==> config.mk <==
export PLATFORM = sky130hd
export DESIGN_NAME = screen_layer_sequencer_flat
export DESIGN_NICKNAME = d
export VERILOG_FILES = /design/src/rtl/screen_layer_sequencer_pkg.sv /design/src/rtl/screen_layer_sequencer_if.sv /design/src/rtl/screen_layer_sequencer_frame_timer.sv /design/src/rtl/screen_layer_sequencer.sv /design/src/flat_wrapper.sv
export SDC_FILE = /design/constraint.sdc
export NUM_CORES = 1
export LEC_CHECK = 0
export BUFFER_PORTS_ARGS = -buffer_cell sky130_fd_sc_hd__buf_4
export CAP_MARGIN = 20
export CORE_AREA = 3 3 67 69
export DETAILED_ROUTE_END_ITERATION = 16
export DIE_AREA = 0 0 70 72
export GPL_TIMING_DRIVEN = 0
export PLACE_DENSITY = 0.67
export SYNTH_ARGS = -nofsm -noshare
export SYNTH_HDL_FRONTEND = slang
export SYNTH_HIERARCHICAL = 1
export SYNTH_SLANG_ARGS = --single-unit
==> constraint.sdc <==
create_clock -name clk -period 6.7 [get_ports clk]
set_clock_uncertainty 0.2 [all_clocks]
set_input_delay 0.67 -clock clk [delete_from_list [all_inputs] [get_ports clk]]
set_output_delay 0.67 -clock clk [all_outputs]
set_load 0.01 [all_outputs]
==> src/rtl/screen_layer_sequencer_pkg.sv <==
// -----------------------------------------------------------------------------
// screen_pkg
// Shared types and constants for the game-screen layer sequencer and the VGA
// object priority mux:
//   screen_state_t : 2-bit screen encoding (START=0, PLAY=1, WIN=2, LOSE=3)
//   LYR_*          : bit index of each drawing layer inside the 16-bit mask
//   MASK_*         : per-screen layer enable masks (WIN without confetti)
//   pend_t         : sticky event flags captured between frame starts
// -----------------------------------------------------------------------------
package screen_pkg;

   typedef enum logic [1:0] {
      ST_START = 2'd0,
      ST_PLAY  = 2'd1,
      ST_WIN   = 2'd2,
      ST_LOSE  = 2'd3
   } screen_state_t;

   localparam int NUM_LAYERS = 16;
   typedef logic [NUM_LAYERS-1:0] layer_mask_t;

   // Seventeen named layers share sixteen mask bits. The two portals are only
   // ever enabled together (PLAY screen only), so they share one bit and the
   // masks behave exactly as if each portal had its own.
   localparam int LYR_SIGHT      = 0;
   localparam int LYR_WHITE      = 1;
   localparam int LYR_BALL1      = 2;
   localparam int LYR_BALL2      = 3;
   localparam int LYR_BALL3      = 4;
   localparam int LYR_BALL4      = 5;
   localparam int LYR_NUMBER     = 6;
   localparam int LYR_TARGET     = 7;
   localparam int LYR_POINTS     = 8;
   localparam int LYR_HOLE       = 9;
   localparam int LYR_PORTAL_O   = 10;
   localparam int LYR_PORTAL_B   = 10;
   localparam int LYR_START      = 11;
   localparam int LYR_WIN        = 12;
   localparam int LYR_LOSE       = 13;
   localparam int LYR_CONFETTI   = 14;
   localparam int LYR_BACKGROUND = 15;

   function automatic layer_mask_t layer_bit(input int idx);
      layer_mask_t m;
      m      = '0;
      m[idx] = 1'b1;
      return m;
   endfunction

   localparam layer_mask_t MASK_START = layer_bit(LYR_BACKGROUND) | layer_bit(LYR_START);

   localparam layer_mask_t MASK_PLAY =
      layer_bit(LYR_SIGHT)    | layer_bit(LYR_WHITE)    |
      layer_bit(LYR_BALL1)    | layer_bit(LYR_BALL2)    |
      layer_bit(LYR_BALL3)    | layer_bit(LYR_BALL4)    |
      layer_bit(LYR_NUMBER)   | layer_bit(LYR_TARGET)   |
      layer_bit(LYR_POINTS)   | layer_bit(LYR_HOLE)     |
      layer_bit(LYR_PORTAL_O) | layer_bit(LYR_PORTAL_B) |
      layer_bit(LYR_BACKGROUND);

   localparam layer_mask_t MASK_WIN =
      layer_bit(LYR_WIN) | layer_bit(LYR_POINTS) | layer_bit(LYR_BACKGROUND);

   localparam layer_mask_t MASK_LOSE =
      layer_bit(LYR_LOSE) | layer_bit(LYR_POINTS) | layer_bit(LYR_BACKGROUND);

   typedef struct packed {
      logic start;
      logic win;
      logic lose;
   } pend_t;

endpackage

==> src/rtl/screen_layer_sequencer_if.sv <==
// -----------------------------------------------------------------------------
// screen_layer_sequencer_if
// Bundle between the game-logic event sources / mux and the sequencer.
//   startOfFrame : 1-cycle pulse at first pixel of each frame
//   startKey     : start request from the key decoder (level or pulse)
//   winEvent     : 1-cycle pulse, all target balls sunk
//   loseEvent    : 1-cycle pulse, white ball sunk or shots exhausted
//   layerEn      : registered per-layer enable mask
//   gameActive   : high while in PLAY
//   screenDone   : 1-cycle pulse when a WIN/LOSE hold expires
//   screenState  : current screen encoding
// master = event/frame source side, slave = sequencer.
// -----------------------------------------------------------------------------
interface screen_layer_sequencer_if;
   import screen_pkg::*;

   logic          startOfFrame;
   logic          startKey;
   logic          winEvent;
   logic          loseEvent;
   layer_mask_t   layerEn;
   logic          gameActive;
   logic          screenDone;
   screen_state_t screenState;

   modport master (
      output startOfFrame, startKey, winEvent, loseEvent,
      input  layerEn, gameActive, screenDone, screenState
   );

   modport slave (
      input  startOfFrame, startKey, winEvent, loseEvent,
      output layerEn, gameActive, screenDone, screenState
   );
endinterface

==> src/rtl/screen_layer_sequencer_frame_timer.sv <==
// -----------------------------------------------------------------------------
// frame_timer
// Frame counter used for the end-screen hold and the confetti blink.
//   clk, reset : clock, async active-high reset
//   clr_i      : synchronous clear, dominates tick_i
//   tick_i     : advance by one (once per frame)
//   last_i     : terminal count; the counter wraps to 0 after it
//   tc_o       : tick_i while the count equals last_i (combinational)
// -----------------------------------------------------------------------------
module frame_timer #(
   parameter int CNT_W = 8
) (
   input  logic             clk,
   input  logic             reset,
   input  logic             clr_i,
   input  logic             tick_i,
   input  logic [CNT_W-1:0] last_i,
   output logic             tc_o
);

   logic [CNT_W-1:0] cnt_d, cnt_q;

   // tc_o deliberately ignores clr_i: the parent derives clr_i from a next
   // state that itself depends on tc_o.
   assign tc_o = tick_i & (cnt_q == last_i);

   // NOTE: every signal assigned in always_comb gets a default at the top so
   // no path leaves it unassigned, which would infer a latch.
   always_comb begin
      cnt_d = cnt_q;
      if (clr_i) begin
         cnt_d = '0;
      end else if (tick_i) begin
         cnt_d = (cnt_q == last_i) ? '0 : cnt_q + 1'b1;
      end
   end

   // NOTE: state registers use non-blocking assignments so every flop samples
   // its pre-edge value, independent of process order.
   always_ff @(posedge clk or posedge reset) begin
      if (reset) cnt_q <= '0;
      else       cnt_q <= cnt_d;
   end

endmodule

==> src/rtl/screen_layer_sequencer.sv <==
// -----------------------------------------------------------------------------
// screen_layer_sequencer
// Frame-synchronous screen controller: START -> PLAY -> WIN/LOSE -> START.
// Drives the layer enable mask for the object priority mux; mask and state
// only change on the edge that samples startOfFrame, so a frame never mixes
// two screens.
//   clk, reset : pixel clock, async active-high reset
//   seq        : slave side of screen_layer_sequencer_if (events in,
//                layerEn/gameActive/screenDone/screenState out)
// -----------------------------------------------------------------------------
module screen_layer_sequencer
   import screen_pkg::*;
#(
   parameter int WIN_FRAMES   = 180,
   parameter int LOSE_FRAMES  = 120,
   parameter int BLINK_FRAMES = 8,
   parameter int CNT_W        = 8
) (
   input logic                     clk,
   input logic                     reset,
   screen_layer_sequencer_if.slave seq
);

   localparam logic [CNT_W-1:0] WIN_LAST   = CNT_W'(WIN_FRAMES - 1);
   localparam logic [CNT_W-1:0] LOSE_LAST  = CNT_W'(LOSE_FRAMES - 1);
   localparam logic [CNT_W-1:0] BLINK_LAST = CNT_W'(BLINK_FRAMES - 1);

   screen_state_t state_d, state_q;
   pend_t         pend_d, pend_q;
   logic          confetti_on_d, confetti_on_q;
   layer_mask_t   layer_en_d, layer_en_q;
   logic          game_active_d, game_active_q;
   logic          screen_done_d, screen_done_q;

   logic             sof;
   pend_t            evt, pend_all;
   logic             in_end_q, in_end_d;
   logic             hold_clr, hold_tc;
   logic             blink_clr, blink_tc;
   logic [CNT_W-1:0] hold_last;

   assign sof = seq.startOfFrame;

   // Events of the current cycle join the evaluation, so an event coinciding
   // with startOfFrame is not lost.
   assign evt      = '{start: seq.startKey, win: seq.winEvent, lose: seq.loseEvent};
   assign pend_all = pend_t'(pend_q | evt);

   assign in_end_q = (state_q == ST_WIN) || (state_q == ST_LOSE);
   assign in_end_d = (state_d == ST_WIN) || (state_d == ST_LOSE);

   // Clearing on entry and on exit keeps each counter at 0 outside its screen
   // and starts it from 0 on the frame the screen appears.
   assign hold_clr  = !in_end_q || !in_end_d;
   assign blink_clr = (state_q != ST_WIN) || (state_d != ST_WIN);
   assign hold_last = (state_q == ST_WIN) ? WIN_LAST : LOSE_LAST;

   frame_timer #(.CNT_W(CNT_W)) u_hold_timer (
      .clk    (clk),
      .reset  (reset),
      .clr_i  (hold_clr),
      .tick_i (sof),
      .last_i (hold_last),
      .tc_o   (hold_tc)
   );

   frame_timer #(.CNT_W(CNT_W)) u_blink_timer (
      .clk    (clk),
      .reset  (reset),
      .clr_i  (blink_clr),
      .tick_i (sof),
      .last_i (BLINK_LAST),
      .tc_o   (blink_tc)
   );

   always_comb begin
      state_d       = state_q;
      pend_d        = pend_q;
      screen_done_d = 1'b0;
      confetti_on_d = confetti_on_q;
      layer_en_d    = layer_en_q;
      game_active_d = game_active_q;

      if (sof) begin
         // Every flag is consumed or dropped at the frame boundary.
         pend_d = '0;
         unique case (state_q)
            ST_START: if (pend_all.start) state_d = ST_PLAY;
            ST_PLAY: begin
               if (pend_all.win)       state_d = ST_WIN;
               else if (pend_all.lose) state_d = ST_LOSE;
            end
            ST_WIN, ST_LOSE: begin
               if (hold_tc) begin
                  state_d       = ST_START;
                  screen_done_d = 1'b1;
               end
            end
            default: state_d = ST_START;
         endcase
      end else begin
         // End screens ignore all events, so nothing is captured there.
         pend_d = in_end_q ? pend_t'('0) : pend_all;
      end

      if (state_d != ST_WIN)                     confetti_on_d = 1'b1;
      else if ((state_q == ST_WIN) && blink_tc)  confetti_on_d = ~confetti_on_q;

      // Mask and gameActive follow the next state so they switch on the same
      // edge as screenState.
      unique case (state_d)
         ST_START: layer_en_d = MASK_START;
         ST_PLAY:  layer_en_d = MASK_PLAY;
         ST_WIN:   layer_en_d = MASK_WIN | (confetti_on_d ? layer_bit(LYR_CONFETTI) : '0);
         ST_LOSE:  layer_en_d = MASK_LOSE;
         default:  layer_en_d = MASK_START;
      endcase
      game_active_d = (state_d == ST_PLAY);
   end

   always_ff @(posedge clk or posedge reset) begin
      if (reset) begin
         state_q       <= ST_START;
         pend_q        <= '0;
         confetti_on_q <= 1'b1;
         layer_en_q    <= MASK_START;
         game_active_q <= 1'b0;
         screen_done_q <= 1'b0;
      end else begin
         state_q       <= state_d;
         pend_q        <= pend_d;
         confetti_on_q <= confetti_on_d;
         layer_en_q    <= layer_en_d;
         game_active_q <= game_active_d;
         screen_done_q <= screen_done_d;
      end
   end

   assign seq.layerEn     = layer_en_q;
   assign seq.gameActive  = game_active_q;
   assign seq.screenDone  = screen_done_q;
   assign seq.screenState = state_q;

endmodule
==> src/flat_wrapper.sv <==
// flat-port wrapper written by rule: the top's interface ports become plain ports
module screen_layer_sequencer_flat import screen_pkg::*;
#(
   parameter int WIN_FRAMES   = 180,
   parameter int LOSE_FRAMES  = 120,
   parameter int BLINK_FRAMES = 8,
   parameter int CNT_W        = 8
)
  (clk, reset, seq_startOfFrame, seq_startKey, seq_winEvent, seq_loseEvent, seq_layerEn, seq_gameActive, seq_screenDone, seq_screenState);
  screen_layer_sequencer_if seq_i ();
  input logic clk;
  input logic reset;
  input wire logic [$bits(seq_i.startOfFrame)-1:0] seq_startOfFrame;
  input wire logic [$bits(seq_i.startKey)-1:0] seq_startKey;
  input wire logic [$bits(seq_i.winEvent)-1:0] seq_winEvent;
  input wire logic [$bits(seq_i.loseEvent)-1:0] seq_loseEvent;
  output wire logic [$bits(seq_i.layerEn)-1:0] seq_layerEn;
  output wire logic [$bits(seq_i.gameActive)-1:0] seq_gameActive;
  output wire logic [$bits(seq_i.screenDone)-1:0] seq_screenDone;
  output wire logic [$bits(seq_i.screenState)-1:0] seq_screenState;
  assign seq_i.startOfFrame = seq_startOfFrame;
  assign seq_i.startKey = seq_startKey;
  assign seq_i.winEvent = seq_winEvent;
  assign seq_i.loseEvent = seq_loseEvent;
  assign seq_layerEn = seq_i.layerEn;
  assign seq_gameActive = seq_i.gameActive;
  assign seq_screenDone = seq_i.screenDone;
  assign seq_screenState = seq_i.screenState;
  screen_layer_sequencer #(.WIN_FRAMES(WIN_FRAMES), .LOSE_FRAMES(LOSE_FRAMES), .BLINK_FRAMES(BLINK_FRAMES), .CNT_W(CNT_W)) u_core (.clk(clk), .reset(reset), .seq(seq_i));
endmodule
==> results.ini, run 1 <==
[final_layout]
seqCellArea_um2=728.2
fin_area_um2=2118
drive_gt1_share_pct=29.44
antennaDiodeCount=0
nets=221
multi_input_area_um2=865.8
fillers=383
layout_commonest_cell=buf_4
layout_common_cells=buf_4 (36), dfrtp_1 (27), xnor2_1 (22)
fin_cells=264
area_growth_pct=23.31

[global_route]
grt_max_degree=14
grt_pass1_wl_um=6051
grt_usage_pct=15.28
antenna_found_initial=0
grt_overflow=0
grt_pass1_vias=1320

[floorplan]
die_w_um=70
row_count=23
ioPinCount=26
start_util_pct=43.26
core_um2=3971
dieHeight_um=72
dieArea_um2=5040

[synthesis]
synth.distinct_cells=37
ys_ff_latch=29
synth-edff-count=0
async_flop_share_pct=100.0
yosysTopAreaCell=dfrtp_1
synth_top_area_share_pct=39.33
ys_seq_area_share_pct=42.39
ys.flop_type=dfrtp_1
syn_area_per_cell_um2=10.05
yosysWarnings=6
synth_area_leaders=dfrtp_1 (39%), xnor2_1 (11%), buf_4 (5.7%)
synthCells=171
syn_area_um2=1718

[clocking]
cts.root.buffer_cell=clkbuf_8
cts_tree=built
cts-buffers-inserted=5
htreeDepth=2
clockBufferDepth=2
cts_hold_buf=0
post_cts_buffers=0
clk_pin_slew_ps=70
cts_resized=0
clock_sinks=29
insertion_delay_ps=280

[worst_setup_path]
crit_family=simple AND/OR/NAND/NOR gates
cp_slowest_cell=dfrtp_1
path_buf_inv=2
timing.rr.end=u_core/u_blink_timer/cnt_q[7]
path_common_cell=xnor2_1
crit_fanout=10
crit_type=flop to flop
worst_setup_path_start_kind=flop
critical_path_arrival_ps=2840
worst_r2r_path_depth=12
r2r_start=u_core/seq.screenState[0]
cp-end-kind=flop
critPathMaxStageDelay_ps=390
worstPathCellList=buf_2 -> nor2_1 -> inv_1 -> xnor2_1 -> nand4_2 -> nor3_4 -> a21bo_4 -> or2_4 -> o2111ai_2 -> nor3_2 -> xnor2_1 -> nor3_1
r2r_slack_ps=3820
cp.required_ps=6660

[min_path]
hold_class=input port to async pin

[status]
status=finished, final reports clean

[placement]
dpl_cell_area_um2=1998
detailed_place_hpwl_um=2530
place_congestion=0.7640
port_buffers=23
dp_cells=256

[drt]
dr_total_vias=1267
drt_pass1_iterations=4
drc=0
wl_per_cell_um=12.84
vias_per_cell=4.799
finalWirelength_um=3391
drt_iter0_markers=27
ant_nets=0

[power_and_ir_drop]
leakage_nw=0.9610
vdd_drop_max_mv=0.2415
powerDensity_nw_per_um2=359.8

[sta]
slew_violations=0
fin_crit_sh_pct=42.99
hold_violations=0
min_period_ps=2880
finalSetupViolCount=0
setup_tns_ps=0
fmax_mhz=347.2
grt_setup_unrepaired=no

[run]
max-cap-violations=0

-- through the flow --
step                      worst slack (ps)  hold WS, ps  util (%)  power (mW)
final                                 3820        152.4     53.34      0.7622
after floorplan                       4088        285.7         -      0.4706
after CTS                             3769        158.5     53.34      0.7719
after global routing                  3554        180.0     53.34      0.8131
after detailed placement              3795        349.6     50.32      0.5773
after global placement                3832        328.0     50.32      0.5712
-- worst max path at each step --
stage,start,end,slack [ps],depth (start not counted)
6_report,u_core/seq.screenState[0],u_core/u_blink_timer/cnt_q[7],3820,12
2_1_floorplan,u_core/seq.screenState[0],u_core/u_blink_timer/cnt_q[7],4090,12
4_1_cts,u_core/seq.screenState[0],u_core/u_blink_timer/cnt_q[7],3770,12
3_3_place_gp,u_core/seq.screenState[0],u_core/u_blink_timer/cnt_q[7],3830,12
3_5_place_dp,u_core/seq.screenState[0],u_core/u_blink_timer/cnt_q[7],3790,12
5_1_grt,u_core/seq.screenState[0],u_core/u_blink_timer/cnt_q[6],3550,12
-- cell type report --
cell class              instances  area share [%]
multi-input cells             127           40.87
flip-flops and latches         29           34.38
repair buffers                 23           8.151
plain buffers                  18           6.379
clock buffers                   6           3.898
well taps                      50           2.953
clock inverters                 2           1.772
inverters                       9           1.595
-- registers in the layout, summed over array words and instances (netlist names) --
name,cells
u_core/u_blink_timer/cnt_q,8
u_core/u_hold_timer/cnt_q,8
u_core/seq.layerEn,6
u_core/pend_q,3
u_core/seq.screenState,2
u_core/confetti_on_q,1
u_core/seq.screenDone,1
-- per-layer routing --
| metal | vias up | part of all wire (%) | GRT usage [%] | wire length (um) |
|---|---|---|---|---|
| li1 | 645 | - | - | - |
| met1 | 605 | 48 | 19.05 | 1621 |
| met2 | 12 | 48 | 25.08 | 1621 |
| met3 | 5 | 2.5 | 4.294 | 86 |
| met4 | 0 | 1.8 | 6.383 | 62 |
| met5 | - | 0 | 0 | 0 |
-- power by group --
part | internal, mW | switching, mW | total [mW]
Sequential | 0.214 | 0.0365 | 0.251
Combinational | 0.164 | 0.157 | 0.320
Clock | 0.121 | 0.0705 | 0.191
Total | 0.499 | 0.264 | 0.762
-- logic make-up (layout without fill, tap and decap cells) --
| logic type | after synthesis | in the layout | synth area share [%] |
|---|---|---|---|
| compound gates | 20 | 20 | 9.906 |
| xor+xnor | 29 | 29 | 14.78 |
| fa+ha+maj | 2 | 2 | 1.456 |
| buf+inv | 27 | 58 | 9.832 |
| flops | 29 | 29 | 42.39 |
| mux | 1 | 1 | 0.5827 |
| other cells | 2 | 14 | 0.4372 |
| simple gates | 61 | 61 | 20.61 |
-- Yosys cell counts, types with 2 or more instances --
cell       count
inv_1          8
or3_1          2
nand4_2        2
or2_1          2
conb_1         2
o21ai_0        4
xnor2_1       22
buf_6          2
nand2_1       10
nand4_1        4
o22ai_1        4
dfstp_2        2
nand3b_1       4
nor3_1        16
nand2b_1       2
ha_1           2
o2111ai_2      2
buf_2          3
buf_4         13
nor2_1        12
nor3_2         2
o211a_1        2
dfrtp_1       27
nor3_4         2
o32ai_1        2
xor2_1         7
Note: power is estimated with default switching activity, not from simulation.
==> run 2: changes to the inputs <==
Clock period 6.7 ns to 2.8 ns, I/O delays scaled along.
==> run 2 against run 1 <==
Critical path depth is the same. Utilization grew 1.4 points. Via count grew 1.2%. Clock power grew 140%. Critical path type unchanged. Critical endpoint unchanged. Largest cell class unchanged. Largest power group unchanged.
==> results.ini, run 2 (synthesized netlist as in run 1, its figures left out) <==
[power_and_ir_drop]
leakage_nw=0.9921  ; was 0.9610 nW
vdd_drop_max_mv=0.5947  ; was 0.2415 mV
finalPower_mw=1.860  ; was 0.7622 mW
powerDensity_nw_per_um2=854.7  ; was 359.8 nW/um^2

[worst_setup_path]
r2r_slack_ps=180  ; was 3820 ps
crit_type=flop to flop  ; unchanged
crit_fanout=10  ; unchanged
cp.required_ps=2760  ; was 6660 ps
cp-end-kind=flop  ; unchanged
worst_setup_path_start_kind=flop  ; unchanged
critical_path_arrival_ps=2580  ; was 2840 ps

[drt]
vias_per_cell=4.766  ; was 4.799
wl_per_cell_um=12.84  ; about the same
drt_pass1_iterations=4  ; unchanged
ant_nets=0  ; unchanged
dr_total_vias=1282  ; was 1,267
drc=0  ; unchanged
drt_iter0_markers=30  ; was 27
finalWirelength_um=3453  ; was 3391 um

[global_route]
use_met3_pct=4.294  ; unchanged
grt_pass1_wl_um=6203  ; was 6051 um
grt_overflow=0  ; unchanged
grt_pass1_vias=1342  ; was 1,320
met1_usage_pct=19.66  ; was 19.05%
gr-usage-met2_pct=25.81  ; was 25.08%
grt.busiest_layer=met2  ; unchanged
antenna_found_initial=0  ; unchanged
grt_max_degree=14  ; unchanged
grt_usage_pct=15.69  ; was 15.28%

[clocking]
clockBufferDepth=2  ; unchanged
insertion_delay_ps=280  ; about the same
clock_sinks=29  ; unchanged
cts_tree=built  ; unchanged
clk_pin_slew_ps=70  ; about the same
htreeDepth=2  ; unchanged
cts.root.buffer_cell=clkbuf_8  ; unchanged
cts-buffers-inserted=5  ; unchanged

[status]
status=finished, final reports clean  ; unchanged

[sta]
fmax_mhz=381.3  ; was 347.2 MHz
fin_crit_sh_pct=93.68  ; was 42.99%
grt_setup_unrepaired=no  ; unchanged
hold_ws_ps=37.71  ; was 152.4 ps
min_period_ps=2623  ; was 2880 ps
slew_violations=0  ; unchanged
setup_tns_ps=0  ; unchanged
finalSetupViolCount=0  ; unchanged
hold_violations=0  ; unchanged

[final_layout]
layout_common_cells=buf_4 (39), dfrtp_1 (27), xnor2_1 (21)  ; was buf_4 (36), dfrtp_1 (27), xnor2_1 (22)
seqCellArea_um2=728.2  ; unchanged
layout_commonest_cell=buf_4  ; unchanged
nets=226  ; was 221
antennaDiodeCount=0  ; unchanged
multi_input_area_um2=880.8  ; was 865.8 um^2
area_growth_pct=26.66  ; was 23.31%
drive_gt1_share_pct=31.05  ; was 29.44%
fillers=376  ; was 383

[min_path]
hold_class=input port to flop  ; was input port to async pin

[placement]
detailed_place_hpwl_um=2530  ; unchanged
port_buffers=23  ; unchanged
place_congestion=0.7640  ; unchanged

[floorplan]
ioPinCount=26  ; unchanged
dieArea_um2=5040  ; unchanged
start_util_pct=43.26  ; unchanged
dieHeight_um=72  ; unchanged
row_count=23  ; unchanged
core_um2=3971  ; unchanged
die_w_um=70  ; unchanged

[run]
max-cap-violations=0  ; unchanged

## run 2: changes by cell type in the layout (fill, tap and decap cells not counted)
cell	change
xnor2_1	-1
dlygate4sd3_1	+2
buf_4	+3
xnor2_2	+1
nor2_4	+1
nor2_1	-1
## run 2: path summary, 6_finish.rpt
kind,startpoint,endpoint,cells past startpoint
max,u_core/seq.screenState[0],u_core/u_blink_timer/cnt_q[7],12
min,seq_startOfFrame,u_core/u_blink_timer/cnt_q[0],2
max reg2reg,u_core/seq.screenState[0],u_core/u_blink_timer/cnt_q[7],12
min reg2reg,u_core/pend_q[2],u_core/pend_q[2],2
max in group asynchronous,reset,u_core/confetti_on_q,3
min in group asynchronous,reset,u_core/u_hold_timer/cnt_q[3],3
## run 2: area by class of cell
| class | count | area share, % |
|---|---|---|
| Multi-Input combinational cell | 127 | 40.48 |
| Sequential cell | 29 | 33.47 |
| Timing Repair Buffer | 28 | 9.891 |
| Buffer | 18 | 6.210 |
| Clock buffer | 6 | 3.795 |
| Tap cell | 50 | 2.875 |
| Clock inverter | 2 | 1.725 |
| Inverter | 9 | 1.553 |
## run 2: metrics by stage
stage               utilization, %  setup WS [ps]  area [um^2]  std cells
finish                       54.79          177.0         2176        269
global route                 54.79          12.52         2176        269
CTS                          54.03          61.69         2146        267
global placement             50.32         -67.87         1998        256
floorplan                        -          188.2         1763        183
detailed placement           50.32         -105.4         1998        256
## run 2: what timing repair did
action / CTS / global route
buffers inserted: 1 / 2
hold buffers: 2 / 0
resized for setup: 0 / 3
pin swaps: 1 / 2
setup endpoints to repair: 7 / 8
endpoints found under the hold margin: 30 / 0
## run 2: power by group
| part | internal (mW) | total, mW | switching [mW] |
|---|---|---|---|
| clock | 0.289 | 0.458 | 0.169 |
| combinational | 0.414 | 0.802 | 0.388 |
| sequential | 0.512 | 0.600 | 0.0878 |
## run 2: critical path: stages, from the launching register on
cell and delay (ps):
dfrtp_1 390, buf_2 200, nor2_4 130, inv_1 90, xnor2_1 180, nand4_2 160, nor3_4 240, a21bo_4 200
or2_4 160, o2111ai_2 150, nor3_2 190, xnor2_1 140, nor3_1 60
## run 2: per-layer routing
layer  part of all wire [%]  wire length (um)  up-vias
met2                     48              1643       12
li1                       -                 -      657
met4                    1.8                62        0
met3                    2.5                86        5
met1                     48              1660      608
met5                      0                 0        -
==> run 3: changes to the inputs <==
--- a/constraint.sdc
+++ b/constraint.sdc
@@ -4,2 +4,2 @@
 set_output_delay 0.28 -clock clk [all_outputs]
-set_load 0.01 [all_outputs]
+set_load 0.05 [all_outputs]
==> run 3 against run 2 <==
Combinational power is 35% higher. Maximum frequency shrank 1.0%. Sequential power barely moved. Power up 14%. Worst setup slack worse by 28 ps. Clock power fell by 3%. Non-clock buffer count fell by 2. Global-route usage shrank 0.82 points. Register-to-register slack got worse by 30 ps. Critical path depth down 1. Critical path type unchanged. Critical endpoint is now u_core/u_blink_timer/cnt_q[0]. Largest power group unchanged.
==> results.ini, run 3 (synthesized netlist as in run 1, its figures left out) <==
[status]
status=finished, final reports clean  ; unchanged

[global_route]
grt_pass1_vias=1268  ; was 1,342
grt_usage_pct=14.87  ; was 15.69%
grt_max_degree=14  ; unchanged
grt_overflow=0  ; unchanged
antenna_found_initial=0  ; unchanged
grt_pass1_wl_um=5885  ; was 6203 um

[sta]
setup_tns_ps=0  ; unchanged
min_period_ps=2651  ; was 2623 ps
grt_setup_unrepaired=no  ; unchanged
slew_violations=0  ; unchanged
hold_violations=0  ; unchanged
hold_ws_ps=49.66  ; was 37.71 ps
fmax_mhz=377.3  ; was 381.3 MHz
fin_crit_sh_pct=94.67  ; was 93.68%
finalSetupViolCount=0  ; unchanged

[worst_setup_path]
crit_type=flop to flop  ; unchanged
cp.required_ps=2800  ; was 2760 ps
critical_path_arrival_ps=2650  ; was 2580 ps
critPathMaxStageDelay_ps=410  ; was 390 ps
worstPathCellList=buf_2 -> nor2_2 -> inv_1 -> xnor2_2 -> nand4_2 -> nor3_4 -> a21bo_4 -> or2_4 -> buf_2 -> or3_1 -> o22ai_1  ; was buf_2 -> nor2_4 -> inv_1 -> xnor2_1 -> nand4_2 -> nor3_4 -> a21bo_4 -> or2_4 -> o2111ai_2 -> nor3_2 -> xnor2_1 -> nor3_1
cp-end-kind=flop  ; unchanged
crit_fanout=10  ; unchanged
cp_slowest_cell=dfrtp_2  ; was dfrtp_1
path_common_cell=buf_2  ; was xnor2_1
path_buf_inv=3  ; was 2
worst_setup_path_start_kind=flop  ; unchanged
crit_family=simple AND/OR/NAND/NOR gates  ; unchanged

[drt]
vias_per_cell=4.779  ; was 4.766
drt_pass1_iterations=4  ; unchanged
wl_per_cell_um=12.14  ; was 12.84 um
ant_nets=0  ; unchanged
dr_wl_met3_um=142  ; was 86 um
highest_layer=met4  ; unchanged
dr_wl_met2_um=1573  ; was 1643 um
drc=0  ; unchanged
finalWirelength_um=3241  ; was 3453 um
drt_iter0_markers=33  ; was 30
dr_total_vias=1276  ; was 1,282
m1WireLength_um=1495  ; was 1660 um

[floorplan]
core_um2=3971  ; unchanged
start_util_pct=43.26  ; unchanged
row_count=23  ; unchanged
dieHeight_um=72  ; unchanged
ioPinCount=26  ; unchanged
dieArea_um2=5040  ; unchanged
die_w_um=70  ; unchanged

[power_and_ir_drop]
switchingPower_mw=0.9148  ; was 0.6445 mW
powerDensity_nw_per_um2=986.0  ; was 854.7 nW/um^2
pwr-share-clk_pct=20.8  ; was 24.6%
seqPwrFrac_pct=28.2  ; was 32.3%
comb_power_share_pct=50.9  ; was 43.1%
swShare_pct=42.99  ; was 34.65%
intPower_mw=1.213  ; was 1.215 mW
vdd_drop_max_mv=0.6595  ; was 0.5947 mV
leakage_nw=0.9787  ; was 0.9921 nW

[final_layout]
utilization_pct=54.35  ; was 54.79%
nets=224  ; was 226
layout_commonest_cell=buf_4  ; unchanged
drive_gt1_share_pct=31.34  ; was 31.05%
layout_common_cells=buf_4 (37), dfrtp_1 (25), xnor2_1 (21)  ; was buf_4 (39), dfrtp_1 (27), xnor2_1 (21)
fillers=375  ; was 376
fin_cells=267  ; was 269
fin_area_um2=2158  ; was 2176 um^2
antennaDiodeCount=0  ; unchanged
area_growth_pct=25.64  ; was 26.66%

[clocking]
clk_pin_slew_ps=60  ; was 70 ps
cts.root.buffer_cell=clkbuf_8  ; unchanged
htreeDepth=2  ; unchanged
cts_tree=built  ; unchanged
cts-buffers-inserted=5  ; unchanged
clock_sinks=29  ; unchanged
clockBufferDepth=2  ; unchanged
insertion_delay_ps=270  ; was 280 ps

[placement]
dp_cells=256  ; unchanged
place_congestion=0.7992  ; was 0.7640
detailed_place_hpwl_um=2429  ; was 2530 um
dpl_cell_area_um2=2001  ; was 1998 um^2
port_buffers=23  ; unchanged

[run]
max-cap-violations=0  ; unchanged

[min_path]
hold_class=input port to flop  ; unchanged

[run 3: per-stage QoR]
step                      worst slack (ps)  power, mW
final                                149.4      2.128
after global routing                 20.85      2.265
after CTS                            52.91      2.139
after detailed placement            -104.8      1.679
after global placement              -86.26      1.672
after floorplan                      59.88      1.427
[run 3: worst reg2reg max path, cell delays in order, from the launching register on]
cell and delay [ps]:
dfrtp_2 410, buf_2 180, nor2_2 160, inv_1 100, xnor2_2 140, nand4_2 130
nor3_4 60, a21bo_4 250, or2_4 270, buf_2 180, or3_1 350, o22ai_1 140
[run 3: area by class of cell]
class | instances | area [um^2] | share of cell area [%]
multi-input cells | 127 | 875.8 | 40.58
flip-flops and latches | 29 | 730.7 | 33.86
repair buffers | 26 | 200.2 | 9.275
plain buffers | 18 | 135.1 | 6.261
clock buffers | 6 | 82.58 | 3.826
well taps | 50 | 62.56 | 2.899
clock inverters | 2 | 37.54 | 1.739
inverters | 9 | 33.78 | 1.565
[run 3: repair_timing]
item,in CTS,in global routing
hold buffers,2,0
pin swaps,1,1
gates resized for setup,0,2
setup buffers,1,0
endpoints found under the hold margin,29,0
endpoints found under the setup margin,4,6
[run 3: final timing paths]
| kind | start | end | slack, ps | depth (start not counted) |
|---|---|---|---|---|
| worst min register to register | u_core/pend_q[2] | u_core/pend_q[2] | 350 | 2 |
| worst max-delay path | u_core/seq.screenState[0] | u_core/u_blink_timer/cnt_q[0] | 150 | 11 |
| worst max register to register | u_core/seq.screenState[0] | u_core/u_blink_timer/cnt_q[0] | 150 | 11 |
| min in group asynchronous | reset | u_core/u_blink_timer/cnt_q[3] | 340 | 3 |
| max in group asynchronous | reset | u_core/seq.screenState[1] | 1640 | 3 |
| worst min-delay path | seq_startOfFrame | u_core/u_blink_timer/cnt_q[0] | 50 | 2 |
[run 3: power by group through the flow]
stage / logic, mW / registers (mW) / clock network [mW]
detailed placement: 1.07 / 0.609 / 0
CTS: 1.08 / 0.601 / 0.462
global route: 1.16 / 0.616 / 0.486
finish: 1.08 / 0.601 / 0.444
global placement: 1.07 / 0.607 / 0
floorplan: 0.658 / 0.769 / 0
[run 3: metal layers]
metal,vias up,global-route usage [%]
met2,23,23.92
met3,2,4.848
met4,0,6.383
met1,599,18.45
met5,-,0
li1,652,-
